==> src/rtl/phase_scheduler.sv <==
// phase_scheduler: round-robin grant of a single green phase across four approaches,
// enforcing min/max green, yellow and all-red clearance, with emergency preemption.
module phase_scheduler #(
   parameter int GREEN_MIN = 4,
   parameter int GREEN_MAX = 10,
   parameter int YELLOW_T  = 3,
   parameter int ALLRED_T  = 2
) (
   input  logic       CLK,
   input  logic       reset_n,
   input  logic [3:0] req,
   input  logic       emerg_req,
   input  logic [1:0] emerg_id,
   output logic [3:0] green,
   output logic [3:0] yellow,
   output logic [3:0] red,
   output logic [1:0] phase_id,
   output logic       grant_pulse,
   output logic       emerg_ack,
   output logic [7:0] timer
);
   localparam logic [1:0] S_ALLRED = 2'd0;
   localparam logic [1:0] S_GREEN  = 2'd1;
   localparam logic [1:0] S_YELLOW = 2'd2;
   localparam logic [8:0] L_GMIN   = 9'(GREEN_MIN);
   localparam logic [8:0] L_GMAX   = 9'(GREEN_MAX);
   localparam logic [8:0] L_YT     = 9'(YELLOW_T);
   localparam logic [8:0] L_AR     = 9'(ALLRED_T);

   logic [1:0] r_state, r_rr_ptr;
   logic [8:0] w_t1;
   logic [1:0] w_cand, w_rr_idx, w_gidx, w_next, w_next_phase;
   logic       w_rr_hit, w_other, w_hold, w_green_exit, w_go;

   assign w_t1 = {1'b0, timer} + 9'd1;

   // Scan from the farthest candidate down so the nearest after rr_ptr wins.
   always_comb begin
      w_rr_hit = 1'b0;
      w_rr_idx = 2'd0;
      w_cand   = 2'd0;
      for (int k = 4; k >= 1; k--) begin
         w_cand = r_rr_ptr + 2'(k);
         if (req[w_cand]) begin
            w_rr_hit = 1'b1;
            w_rr_idx = w_cand;
         end
      end
   end

   assign w_gidx       = emerg_req ? emerg_id : w_rr_idx;
   assign w_other      = |(req & ~(4'b0001 << phase_id));
   assign w_hold       = emerg_req && (emerg_id == phase_id);
   assign w_green_exit = emerg_req ? !w_hold
                       : w_other && (w_t1 >= L_GMIN) && (!req[phase_id] || (w_t1 >= L_GMAX));
   assign w_go         = (r_state == S_ALLRED) && (w_t1 >= L_AR) && (emerg_req || w_rr_hit);
   assign w_next       = w_go ? S_GREEN
                       : (r_state == S_GREEN && w_green_exit) ? S_YELLOW
                       : (r_state == S_YELLOW && w_t1 >= L_YT) ? S_ALLRED
                       : r_state;
   assign w_next_phase = w_go ? w_gidx : phase_id;

   always_ff @(posedge CLK or negedge reset_n) begin
      if (!reset_n) begin
         r_state     <= S_ALLRED;
         r_rr_ptr    <= 2'd3;
         timer       <= 8'd0;
         green       <= 4'd0;
         yellow      <= 4'd0;
         red         <= 4'hF;
         phase_id    <= 2'd0;
         grant_pulse <= 1'b0;
         emerg_ack   <= 1'b0;
      end else begin
         r_state     <= w_next;
         r_rr_ptr    <= w_go ? w_gidx : r_rr_ptr;
         timer       <= (w_next != r_state) ? 8'd0 : (timer == 8'hFF) ? 8'hFF : timer + 8'd1;
         green       <= (w_next == S_GREEN) ? 4'b0001 << w_next_phase : 4'd0;
         yellow      <= (w_next == S_YELLOW) ? 4'b0001 << w_next_phase : 4'd0;
         red         <= (w_next == S_ALLRED) ? 4'hF : ~(4'b0001 << w_next_phase);
         phase_id    <= w_next_phase;
         grant_pulse <= w_go;
         emerg_ack   <= (w_next == S_GREEN) && emerg_req && (emerg_id == w_next_phase);
      end
   end
endmodule

==> config.mk <==
export PLATFORM = sky130hd
export DESIGN_NAME = phase_scheduler
export DESIGN_NICKNAME = d
export VERILOG_FILES = /design/src/rtl/phase_scheduler.sv
export SDC_FILE = /design/constraint.sdc
export NUM_CORES = 1
export LEC_CHECK = 0
export ABC_CLOCK_PERIOD_IN_PS = 3500
export BUFFER_PORTS_ARGS = -buffer_cell sky130_fd_sc_hd__buf_2
export CORE_AREA = 2 2 58 82
export DETAILED_ROUTE_END_ITERATION = 6
export DIE_AREA = 0 0 60 84
export HOLD_SLACK_MARGIN = 0.12
export SETUP_SLACK_MARGIN = 0.1
export SLEW_MARGIN = 40
export SYNTH_ARGS = -nofsm -noshare
export SYNTH_HDL_FRONTEND = slang
export SYNTH_SLANG_ARGS = --single-unit
==> constraint.sdc <==
create_clock -name CLK -period 3.5 [get_ports CLK]
set_input_delay 0.175 -clock CLK [delete_from_list [all_inputs] [get_ports CLK]]
set_output_delay 0.175 -clock CLK [all_outputs]
set_load 0.1 [all_outputs]
==> key figures <==
Setup path
  – Crit path kind: flip-flop to flip-flop
  – Nature of the critical path startpoint: flip-flop
  – Crit-path max FO: 13
  – Worst R2R Setup Slack: 590 ps
  – R2R depth: 8
  – Crit path launch: timer[0]$_DFF_PN0_
  – Crit end category: flip-flop
  – RR Startpoint: timer[0]$_DFF_PN0_
  – Worst Setup EP: green[0]$_DFF_PN0_
  – Critical Path RT: 3640 ps
  – Reg-to-Reg End: green[0]$_DFF_PN0_
  – CP arrival: 3060 ps

STA
  – Worst Tran Pin Value: 598.9 ps
  – Tcrit/Tclk final: 0.8317
  – Max Clock Freq: 0.3435 GHz
  – Pins over their slew limit: 0
  – Setup TNS: 0 ps
  – # setup viols final: 0
  – Final hold vios: 0
  – Hold WS: 238.6 ps
  – Fin crit period: 2911 ps
  – RSZ-0062 raised after global routing: no
  – Skew final: 5.968 ps
  – Rel. slew slack: 0.5955

Clock network
  – PostCTS Resize Cnt: 0
  – Cts bufs inserted: 3
  – CTS max path bufs: 2
  – Worst skew pair latency: 280 ps
  – Clk pin slew, worst setup/hold paths: 100 ps
  – Setup Fix Bufs, Post-CTS: 0
  – CTS tree: yes
  – CTS Root Buffer Type: clkbuf_8
  – Hold-fix buffers, CTS: 1
  – H-tree depth: 1
  – CTS Sinks: 28

Hold path
  – Hold Path Class: input pin to flip-flop

GRT
  – Number of global-route vias before repair: 1438
  – GRT Util Overall: 0.1695
  – Initial antenna violation count: 0
  – M1 GR Usage: 0.1842
  – Total gr overflow: 0
  – Global routing's busiest layer: met2
  – Met3 usage: 0.02016
  – Largest net degree at the start of global routing: 29
  – First-pass GRT wire length: 6568 um
  – Routing usage on met2: 0.3261

Placed design
  – # port buffers: 32
  – RD Place Congestion: approximately 0.88
  – Post-Place Cells: between 200 and 300
  – HPWL after DPL: 3061 um

Route
  – Via count: 1481
  – WL per Instance: 15.07 um
  – Remaining DRCs: 0
  – Vias per Instance: 5.485
  – 1st-pass router iterations: 4
  – Initial drt markers: 83
  – DRT antenna net count: 0
  – Final wirelength: 4069 um

Power
  – Power per Cell Area: 311.4 nW/um^2
  – Clock Power Share: 0.420
  – Net Sw Frac: 0.2025
  – Pint: roughly 0.0005 W
  – Combinational power share: 0.051
  – Seq pwr share: 0.529
  – VDD IR-drop max: 0.0002114 V
  – Leak: 0.9047 nW
  – Post-layout power: 0.0006117 W
  – Psw: 0.0001239 W

Yosys
  – FFs w/ async S/R, synth: 1.000
  – #FFs+latches synth: 28
  – Post-Syn Nets: 192
  – Syn Area/Cell: 9.405 sq um
  – Top cell type's share of synthesized area: 0.3252
  – Yosys warning total: 0
  – Post-Syn Instances: 180
  – Post-synth top area cell: dfrtp_1
  – Most common cell in the netlist: dfrtp_1
  – Sequential area share after synthesis: 0.4183
  – Mapped Area: 1693 sq um
  – Top post-synthesis cells by count: 22 x dfrtp_1, 19 x nor2_1, 13 x nand3_1, 12 x nand2_1, 10 x a21oi_1
  – Most common flop cell mapped by yosys: dfrtp_1
  – Post-synth EDFFs: 0
  – Synth top area cells: dfrtp_1 33%, dfstp_2 9.3%, nor2_1 4.2%, nand3_1 3.8%, a21oi_1 3.0%
  – Netlist cell types: 51

Die
  – Row cnt: 29
  – Initial core utilization: 0.3856
  – Die Area: 5040 sq um
  – I/O pins: 33
  – Die width: around 60 um
  – Core footprint: around 4400 sq um
  – Die H: 84 um

Job
  – Max Cap Viol: 0

Cells and area
  – Layout cells sized above 1: 0.2452
  – Layout Cells excl Fill: 270
  – Area growth syn-to-layout: 16.04%
  – Nets: 221
  – Ant. Diodes: 0

Run status
  – Status: finished, final reports clean
==> cell families after synthesis <==
family          Yosys count  synth area share
simple gates             73            0.2225
compound gates           47            0.2173
flops                    28            0.4183
buf+inv                  17           0.04582
xor+xnor                  7           0.03622
mux                       5           0.03769
fa+ha+maj                 3           0.02218
==> power by group through the flow <==
stage / clock network [W] / registers (W) / logic, W
4_1_cts: 0.000265 / 0.000324 / 0.0000316
3_3_place_gp: 0 / 0.000330 / 0.0000308
3_5_place_dp: 0 / 0.000330 / 0.0000306
2_1_floorplan: 0 / 0.000330 / 0.0000138
6_report: 0.000257 / 0.000324 / 0.0000309
5_1_grt: 0.000278 / 0.000324 / 0.0000351
==> state kept, by name, indices dropped and copies added (netlist names) <==
register	cells
timer	8
green	4
red	4
yellow	4
phase_id	2
r_rr_ptr	2
r_state	2
emerg_ack	1
grant_pulse	1
==> stage by stage <==
stage	setup WS, ps	area (sq um)	util
detailed placement	636.8	1883	0.4289
CTS	607.6	1964	0.4474
global placement	702.5	1883	0.4289
floorplan	477.1	1693	-
global route	394.1	1964	0.4474
finish	589.0	1964	0.4474
==> routing by layer <==
layer  vias up  share of wire
met2        28           0.55
met3         4          0.033
met1       731           0.40
li1        718              -
met5         -              0
met4         0         0.0098
==> area by class of cell <==
class                   instances  area [sq um]
clock buffers                   3         41.29
clock inverters                 1         30.03
fillers                       443          2426
inverters                       8         30.03
multi-input cells             135         907.1
flip-flops and latches         28         708.2
well taps                      62         77.57
repair buffers                 33         170.2
==> cell usage in the layout (no fill, tap or decap), types with 2 or more instances in the layout <==
cell / synthesis / final
a211oi_1: 4 / 4
a21o_1: 4 / 4
a21oi_1: 10 / 10
a31oi_1: 2 / 2
a32oi_1: 4 / 4
and2_1: 2 / 2
and3_1: 5 / 5
buf_2: 5 / 32
clkbuf_8: 0 / 3
dfrtp_1: 22 / 22
dfstp_2: 6 / 6
ha_1: 3 / 3
inv_1: 8 / 8
mux2i_1: 3 / 3
nand2_1: 12 / 12
nand2b_1: 4 / 4
nand3_1: 13 / 13
nand3b_1: 2 / 2
nand4_1: 3 / 3
nor2_1: 19 / 19
nor2b_1: 3 / 3
nor3_1: 3 / 3
o21a_1: 2 / 2
o21ai_0: 3 / 3
o311ai_0: 2 / 2
o31ai_1: 2 / 2
or3_1: 2 / 2
xnor2_1: 4 / 4
xor2_1: 3 / 3
==> how the worst min path moves through the flow <==
stage,start,to,slack (ps),depth (start not counted)
after floorplan,reset_n,emerg_ack$_DFF_PN0_,-120,0
after global placement,reset_n,timer[2]$_DFF_PN0_,230,1
after detailed placement,reset_n,timer[1]$_DFF_PN0_,230,1
after CTS,emerg_req,emerg_ack$_DFF_PN0_,240,3
after global routing,emerg_req,emerg_ack$_DFF_PN0_,260,3
final,emerg_req,emerg_ack$_DFF_PN0_,240,3
==> critical path: stages (launching register included) <==
cell and delay (ps):
dfrtp_1 470, ha_1 370, or2b_1 280, or4_4 420, o311a_2 160, o31ai_4 490
inv_1 220, a21oi_2 270, a211oi_1 90
Note: power is estimated with default switching activity, not from simulation.
